**config.mk**
```make
export PLATFORM = sky130hd
export DESIGN_NAME = step_session_ctrl
export DESIGN_NICKNAME = d
export VERILOG_FILES = /design/src/rtl/step_pkg.sv /design/src/rtl/step_sync_edge.sv /design/src/rtl/step_session_ctrl.sv
export SDC_FILE = /design/constraint.sdc
export NUM_CORES = 1
export LEC_CHECK = 0
export BUFFER_PORTS_ARGS = -buffer_cell sky130_fd_sc_hd__buf_2
export CAP_MARGIN = 20
export CORE_ASPECT_RATIO = 0.8
export CORE_UTILIZATION = 36
export DETAILED_ROUTE_END_ITERATION = 10
export PLACE_DENSITY_LB_ADDON = 0.2
export SLEW_MARGIN = 20
export SYNTH_ARGS = -nofsm -noshare
export SYNTH_HDL_FRONTEND = slang
export SYNTH_SLANG_ARGS = --single-unit
```
**constraint.sdc**
```tcl
create_clock -name clk -period 5.4 [get_ports clk]
set_input_delay 0.54 -clock clk [delete_from_list [all_inputs] [get_ports clk]]
set_output_delay 0.54 -clock clk [all_outputs]
set_load 0.01 [all_outputs]
```
**src/rtl/step_pkg.sv**
```systemverilog
// Shared types and constants for the pedometer session controller.
package step_pkg;

  typedef enum logic [1:0] {
    IDLE  = 2'd0,
    RUN   = 2'd1,
    PAUSE = 2'd2
  } state_e;

  typedef enum logic [1:0] {
    DISP_TOTAL  = 2'd0,
    DISP_DIST   = 2'd1,
    DISP_ACTIVE = 2'd2,
    DISP_RATE   = 2'd3
  } disp_e;

  localparam int unsigned STEPS_PER_HALF_MILE_SHIFT = 10;

endpackage

```
**src/rtl/step_sync_edge.sv**
```systemverilog
// Two-flop synchronizer plus one history flop; emits a one-cycle pulse per rising edge.
module step_sync_edge (
  input  logic clk,
  input  logic reset,
  input  logic async_in,
  output logic rise_pulse
);

  logic [2:0] sync_q;

  always_ff @(posedge clk or posedge reset) begin
    if (reset) begin
      sync_q <= '0;
    end else begin
      sync_q <= {sync_q[1:0], async_in};
    end
  end

  assign rise_pulse = sync_q[1] & ~sync_q[2];

endmodule

```
**src/rtl/step_session_ctrl.sv**
```systemverilog
// Pedometer session controller: step capture, IDLE/RUN/PAUSE sequencing, statistics, display.
// Optional sticky overflow output when STEP_OVERFLOW_FLAG_EN is defined.
module step_session_ctrl
  import step_pkg::*;
#(
  parameter int unsigned CLK_HZ      = 100000000,
  parameter int unsigned MAX_STEPS   = 9999,
  parameter int unsigned RATE_THRESH = 32,
  parameter int unsigned DISP_SECS   = 2
) (
  input  logic        clk,
  input  logic        reset,
  input  logic        start,
  input  logic        pause,
  input  logic        step_raw,
  output logic [15:0] step_total,
  output logic [7:0]  step_rate,
  output logic [7:0]  distance_half,
  output logic [15:0] active_secs,
  output logic [1:0]  disp_sel,
`ifdef STEP_OVERFLOW_FLAG_EN
  output logic        overflow,
`endif
  output logic [1:0]  state
);

  localparam int unsigned TickW = (CLK_HZ > 1) ? $clog2(CLK_HZ) : 1;
  localparam int unsigned DispW = (DISP_SECS > 1) ? $clog2(DISP_SECS) : 1;

  state_e            state_q, state_d;
  logic [TickW-1:0]  tick_q, tick_d;
  logic [DispW-1:0]  disp_cnt_q, disp_cnt_d;
  logic [15:0]       total_q, total_d;
  logic [15:0]       active_q, active_d;
  logic [7:0]        win_q, win_d;
  logic [7:0]        rate_q, rate_d;
  logic [1:0]        disp_sel_q, disp_sel_d;
  logic              step_evt, run, tick, evt, at_max;
  logic [7:0]        win_inc, rate_cap;

  step_sync_edge u_sync (
    .clk        (clk),
    .reset      (reset),
    .async_in   (step_raw),
    .rise_pulse (step_evt)
  );

  always_comb begin
    state_d = state_q;
    if (!start) begin
      state_d = IDLE;
    end else begin
      unique case (state_q)
        IDLE:    state_d = RUN;
        RUN:     if (pause) state_d = PAUSE;
        PAUSE:   if (!pause) state_d = RUN;
        default: state_d = IDLE;
      endcase
    end
  end

  always_ff @(posedge clk or posedge reset) begin
    if (reset) begin
      state_q <= IDLE;
    end else begin
      state_q <= state_d;
    end
  end

  assign run      = (state_q == RUN);
  assign tick     = run && (tick_q == TickW'(CLK_HZ - 1));
  assign evt      = run && step_evt;
  assign at_max   = (total_q == 16'(MAX_STEPS));
  assign win_inc  = (win_q == 8'hFF) ? win_q : win_q + 8'd1;
  // A step landing on the tick cycle belongs to the window being closed.
  assign rate_cap = evt ? win_inc : win_q;

  always_comb begin
    tick_d     = tick_q;
    disp_cnt_d = disp_cnt_q;
    total_d    = total_q;
    active_d   = active_q;
    win_d      = win_q;
    rate_d     = rate_q;
    disp_sel_d = disp_sel_q;
    if (state_q == IDLE) begin
      tick_d     = '0;
      disp_cnt_d = '0;
      total_d    = '0;
      active_d   = '0;
      win_d      = '0;
      rate_d     = '0;
      disp_sel_d = DISP_TOTAL;
    end else if (run) begin
      tick_d = tick ? '0 : tick_q + TickW'(1);
      if (evt) begin
        if (!at_max) total_d = total_q + 16'd1;
        win_d = win_inc;
      end
      if (tick) begin
        rate_d = rate_cap;
        win_d  = '0;
        if (({24'd0, rate_cap} >= RATE_THRESH) && (active_q != 16'hFFFF)) begin
          active_d = active_q + 16'd1;
        end
        if (disp_cnt_q == DispW'(DISP_SECS - 1)) begin
          disp_cnt_d = '0;
          disp_sel_d = disp_sel_q + 2'd1;
        end else begin
          disp_cnt_d = disp_cnt_q + DispW'(1);
        end
      end
    end
  end

  always_ff @(posedge clk or posedge reset) begin
    if (reset) begin
      tick_q     <= '0;
      disp_cnt_q <= '0;
      total_q    <= '0;
      active_q   <= '0;
      win_q      <= '0;
      rate_q     <= '0;
      disp_sel_q <= '0;
    end else begin
      tick_q     <= tick_d;
      disp_cnt_q <= disp_cnt_d;
      total_q    <= total_d;
      active_q   <= active_d;
      win_q      <= win_d;
      rate_q     <= rate_d;
      disp_sel_q <= disp_sel_d;
    end
  end

`ifdef STEP_OVERFLOW_FLAG_EN
  logic ovf_q, ovf_d;

  always_comb begin
    ovf_d = ovf_q;
    if (state_q == IDLE) begin
      ovf_d = 1'b0;
    end else if (evt && at_max) begin
      ovf_d = 1'b1;
    end
  end

  always_ff @(posedge clk or posedge reset) begin
    if (reset) begin
      ovf_q <= 1'b0;
    end else begin
      ovf_q <= ovf_d;
    end
  end

  assign overflow = ovf_q;
`endif

  assign step_total    = total_q;
  assign step_rate     = rate_q;
  assign distance_half = 8'(total_q >> STEPS_PER_HALF_MILE_SHIFT);
  assign active_secs   = active_q;
  assign disp_sel      = disp_sel_q;
  assign state         = state_q;

endmodule
```
==> reports/metrics.cfg, run 1 <==
[critical_path]
end_kind=flip-flop
r2r_start=tick_q[0]
ff2ff_setup_slack_ns=2.19
worstPathMaxFanout=13
crit_type=flip-flop to flip-flop
cp.arrival_ns=3.47
cp.required_ns=5.66
cp_cell_sequence=ha_1 > or4b_1 > or4_4 > nor4_4 > nand3_4 > or4_1 > a21oi_1
r2r.worst_path.cells=7
slowest_stage=nor4_4
critPathLaunchType=flip-flop
crit_family=simple AND/OR/NAND/NOR gates
path_buf_inv=0
worst_path_largest_cell_delay_ns=0.77
reg2reg_to=active_secs[8]

[synth]
synth_top_area_frac=0.491
synthesis.area_sq_mm=0.00423
ys_top_cells_by_area=dfrtp_1 (49%), xor2_1 (6.2%), nor2_1 (5.1%), nand2_1 (4.6%), o21ai_0 (3.7%)
ys_seq_area_frac=0.491
synthTopCellsByCount=dfrtp_1 (83), nor2_1 (58), nand2_1 (52)
synth-compound-area-share=0.0869
synthMostInstantiatedCell=dfrtp_1
yosys_warnings=0
synthCells=451
syn_area_per_cell_sq_um=9.39
ys_seq_elements=83
synth_top_family_by_area=simple AND/OR/NAND/NOR gates
synthDistinctLibCells=47
yosys.area.top_type=dfrtp_1
synth_fa_ha_area_frac=0.0118
synthArstFlopShare=1.00
synth_simple_gate_area_frac=0.274
yosys.area_share.xor_xnor=0.0952
synthFlopType=dfrtp_1
synthMuxAreaShare=0.00709
synth-edff-count=0

[clocking]
cts_tree=done
cts_buffers=9
cts_max_level=3
clk_pin_slew_worst_paths_ns=0.06
ctsResizeCount=0
cts_setup_buffers=0
clock_latency_ns=0.34
cts_hold_buffers=0
cts.sinks=83
clk_path_buf_depth=2
clock-root-buffer=clkbuf_16

[run_status]
status=completed

[timing]
fmaxAchievable_ghz=0.311
hold_viol=0
drv_slew=0
whs_ns=0.308
grt_setup_unrepaired=false
worst_pin_slew_ns=0.854
finalCritPeriodShare=0.595
setup_tns_ns=0
fin_ws_ns=2.19
period_needed_ns=3.21
relSlewSlack=0.423
finalSetupViolations=0
fin_skew_ns=0.00756

[floorplan]
die_w_microns=123
rows=35
dieArea_sq_mm=0.0122
coreArea_sq_mm=0.0115
io_pins=57
die_h_microns=99.0
start_util=0.369

[place]
place_hpwl_mm=6.32
dp_cells=635
portBuffers=54
dp_slack_ns=2.24
place_congestion=0.825

[routing]
detail-route-antenna-nets=0
drt-total-wl_mm=9.42
drt-initial-drc-count=209
dr.pass1.iters=5
post_drt_wl_per_cell_microns=14.5
vias=3365
via_per_inst=5.17
drc=0

[layout]
drive_gt1_frac=0.163
syn_to_final_growth_pct=16.5
final_net_count=507
antenna_cells=0
fillCellCount=1150
finalNonFillerCells=651

[hold_path]
min_from=step_raw
whs_path_depth=1
min_to=u_sync.sync_q[0]
hp-class=primary input to flip-flop

[flow_run]
cap_violations=0

[pwr]
leakage_nw=2.20
power_density_mw_per_mm2=279
power_mw=1.37
peakVddDrop_mv=0.169

[global_route]
overflow=0
first_global_vias=3070
grt_max_degree=84
grt_pass1_wl_mm=15.9
grt_usage=0.169
antenna_found_initial=0

## per-layer routing
layer	share of wire	global-route usage	wire length [microns]	up-vias
met1	0.51	0.252	4830	1616
met5	0	0	0	-
met2	0.43	0.235	4010	69
li1	-	-	-	1672
met3	0.052	0.0498	487	8
met4	0.010	0.0445	95	0
## sequential cells by signal, summed over array words and instances, names as in the netlist
register	count
tick_q	27
u_sync.sync_q	3
active_secs	16
step_rate	8
win_q	8
disp_sel	2
disp_cnt_q	1
step_total	16
state	2
## cell usage in the layout, fill, tap and decap left out, types with 5 or more instances in the layout
master,count
clkbuf_16,9
buf_2,54
or3_1,8
a21oi_1,15
o21ai_0,31
xnor2_1,16
and4_1,6
nand4_1,17
and3_1,13
nor3_1,13
nor2_1,57
nand2_1,52
nand3_1,28
xor2_1,30
dfrtp_1,83
inv_1,5
## worst register-to-register path: stages, from the launching register on
cell     delay [ns]
dfrtp_1        0.40
ha_1           0.21
or4b_1         0.45
or4_4          0.47
nor4_4         0.77
nand3_4        0.22
or4_1          0.46
a21oi_1        0.15
## power breakdown
group          internal [mW]  switching (mW)
clock network          0.430           0.245
logic                 0.0152          0.0456
registers              0.629         0.00960
total                   1.07           0.300
## through the flow
| stage | utilization | instance area [sq um] |
|---|---|---|
| 6_report | 0.430 | 4930 |
| 5_1_grt | 0.430 | 4930 |
| 4_1_cts | 0.429 | 4920 |
| 3_5_place_dp | 0.400 | 4590 |
| 3_3_place_gp | 0.400 | 4590 |
| 2_1_floorplan | - | 4240 |
## layout make-up
| type | count | area (sq um) | share of cell area |
|---|---|---|---|
| sequential | 83 | 2080 | 0.421 |
| multi-input combinational | 342 | 2030 | 0.411 |
| timing repair buffer | 56 | 289 | 0.0586 |
| clock buffer | 12 | 256 | 0.0520 |
| tap | 148 | 185 | 0.0375 |
| clock inverter | 4 | 72.6 | 0.0147 |
| inverter | 6 | 23.8 | 0.00482 |
## how the worst max path moves through the flow
| stage | start | end | slack (ns) | cells past startpoint |
|---|---|---|---|---|
| final | tick_q[0] | active_secs[8] | 2.19 | 7 |
| after global routing | tick_q[0] | active_secs[8] | 2.01 | 7 |
| after CTS | tick_q[0] | active_secs[8] | 2.21 | 7 |
| after detailed placement | tick_q[0] | active_secs[8] | 2.24 | 7 |
| after global placement | tick_q[0] | active_secs[5] | 2.32 | 7 |
| after floorplan | reset | active_secs[0] | 2.72 | 1 |
## cell families after synthesis
| kind of cell | count (synthesis) |
|---|---|
| simple gates | 224 |
| xor+xnor | 46 |
| buf+inv | 27 |
| other cells | 1 |
| compound gates | 63 |
| mux | 3 |
| flops | 83 |
| fa+ha+maj | 4 |
Note: power is estimated with default switching activity, not from simulation.
==> inputs of run 2 (changes only) <==
==> constraint.sdc (replaced) <==
create_clock -name clk -period 2.8 [get_ports clk]
set_input_delay 0.28 -clock clk [delete_from_list [all_inputs] [get_ports clk]]
set_output_delay 0.28 -clock clk [all_outputs]
set_load 0.01 [all_outputs]
==> run 2 against run 1 <==
Final cell count increased by 1.8%. Combinational power increased to 2.5 times the previous value. Fmax increased by 24%. Critical path depth increased by 1. Largest cell class unchanged. Non-clock buffer count increased by 12. Clock-buffer cell count decreased by 3. Largest power group unchanged. Highest routed layer unchanged.
==> reports/metrics.cfg, run 2 (synthesized netlist as in run 1, its figures left out) <==
[global_route]
overflow=0  ; unchanged
grt_usage=0.174  ; +0.00516
antenna_found_initial=0  ; unchanged
grt_pass1_wl_mm=16.4  ; +3.0%
first_global_vias=3222  ; +5.0%
grt_max_degree=46  ; -45%

[floorplan]
dieArea_sq_mm=0.0122  ; unchanged
start_util=0.369  ; unchanged
rows=35  ; unchanged
io_pins=57  ; unchanged
coreArea_sq_mm=0.0115  ; unchanged
die_h_microns=99.0  ; unchanged
die_w_microns=123  ; unchanged

[layout]
syn_to_final_growth_pct=19.9
antenna_cells=0  ; unchanged
stdcell_area_sq_mm=0.00507  ; +2.9%
post-route-util=0.442  ; +0.0123
largest_reg_flops=27  ; unchanged
layout_common_cells=dfrtp_1 (83), nor2_1 (57), buf_2 (54), nand2_1 (52), o21ai_0 (31)
largest-register=tick_q
drive_gt1_frac=0.183  ; +0.0195
final_net_count=519  ; +2.4%
mostFrequentLayoutCell=dfrtp_1

[pwr]
power.switching_uw=600  ; +100%
leakage_nw=2.28  ; +3.7%
power_mw=2.73  ; +99%
comb_power_share=0.056  ; +0.012
seq_power_share=0.447  ; -0.018
peakVddDrop_mv=0.325  ; +93%
power_frac_clock=0.497  ; +0.006
power_density_mw_per_mm2=539  ; +93%
intPower_mw=2.13  ; +99%
p_sw_frac=0.220  ; +0.00115

[critical_path]
slowest_stage=or4_4
cp_cell_sequence=ha_1 > or4b_1 > or4_4 > nor4_4 > buf_12 > nand3_4 > or4_1 > a21oi_1
crit_type=flip-flop to flip-flop
critPathLaunchType=flip-flop
cp.arrival_ns=2.85  ; -0.62 ns
cp.required_ns=3.06  ; -2.60 ns
worst_path_largest_cell_delay_ns=0.46  ; -0.31 ns
worstPathMaxFanout=13  ; unchanged
end_kind=flip-flop

[clocking]
cts_buffers=9  ; unchanged
cts_max_level=3  ; unchanged
ctsResizeCount=0  ; unchanged
clock_latency_ns=0.34  ; about the same
clk_path_buf_depth=2  ; unchanged
cts_hold_buffers=0  ; unchanged
cts.sinks=83  ; unchanged
clk_pin_slew_worst_paths_ns=0.06  ; about the same
cts_setup_buffers=0  ; unchanged
clock-root-buffer=clkbuf_16
cts_tree=done

[routing]
vias=3418  ; +1.6%
post_drt_wl_per_cell_microns=14.7  ; +1.3%
via_per_inst=5.16  ; -0.26%
drt-total-wl_mm=9.72  ; +3.2%
drt-initial-drc-count=177  ; -15%
detail-route-antenna-nets=0  ; unchanged
dr.pass1.iters=4  ; -1
drc=0  ; unchanged

[timing]
finalCritPeriodShare=0.926  ; +0.331
grt_setup_unrepaired=false
fmaxAchievable_ghz=0.386  ; +24%
relSlewSlack=0.429  ; +0.00573
finalSetupViolations=0  ; unchanged
worst_pin_slew_ns=0.856  ; +0.00205 ns
fin_skew_ns=0.00944  ; +0.00188 ns
period_needed_ns=2.59  ; -0.620 ns
hold_viol=0  ; unchanged
setup_tns_ns=0  ; unchanged
drv_slew=0  ; unchanged
whs_ns=0.0436  ; -0.265 ns

[place]
place_hpwl_mm=6.68  ; +5.7%
place_area_sq_mm=0.00473  ; +3.1%
place_congestion=0.763  ; -7.5%
portBuffers=54  ; unchanged

[run_status]
status=completed

[flow_run]
cap_violations=0  ; unchanged

[hold_path]
hp-class=primary input to flip-flop

==> run 2: power by group through the flow <==
stage / registers [mW] / clock network (mW) / logic, mW
floorplan: 1.25 / 0 / 0.0894
global placement: 1.24 / 0 / 0.156
detailed placement: 1.25 / 0 / 0.158
CTS: 1.22 / 1.39 / 0.159
global route: 1.22 / 1.44 / 0.174
finish: 1.22 / 1.36 / 0.153
==> run 2: critical path: cells and delay by family, from the launching register on <==
kind,cells,cell delay (ns)
AND/OR/NAND/NOR,5,1.63
flip-flops,1,0.35
adder cells (fa/ha/maj),1,0.20
buffers and inverters,1,0.18
AO/OA/AOI/OAI,1,0.16
==> run 2: worst paths after layout <==
path                             startpoint                to  slack, ns  cells after the start
min in group asynchronous             reset         tick_q[4]       0.09                      2
max in group asynchronous             reset         tick_q[1]       2.02                      3
max                               tick_q[0]    active_secs[8]       0.21                      8
min                                step_raw  u_sync.sync_q[0]       0.04                      1
max reg2reg                       tick_q[0]    active_secs[8]       0.21                      8
min reg2reg                u_sync.sync_q[0]  u_sync.sync_q[1]       0.35                      0
==> run 2: routing by layer <==
metal	up-vias	GRT usage	wire length (microns)
li1	1695	-	-
met1	1662	0.260	5080
met2	56	0.248	4190
met3	5	0.0382	381
met4	0	0.0528	75
met5	-	0	0
==> run 2: stage by stage <==
stage / worst slack [ns] / std cells
finish: 0.207 / 663
global route: 0.0510 / 663
CTS: 0.0594 / 663
detailed placement: 0.0793 / 647
global placement: 0.118 / 647
floorplan: 0.171 / 452
==> run 2: final cells by class <==
cell class	instances	area [sq um]
tap	148	185
timing repair buffer	68	425
clock buffer	9	225
inverter	6	23.8
fill	1128	6400
sequential	83	2080
multi-input combinational	342	2020
clock inverter	7	116
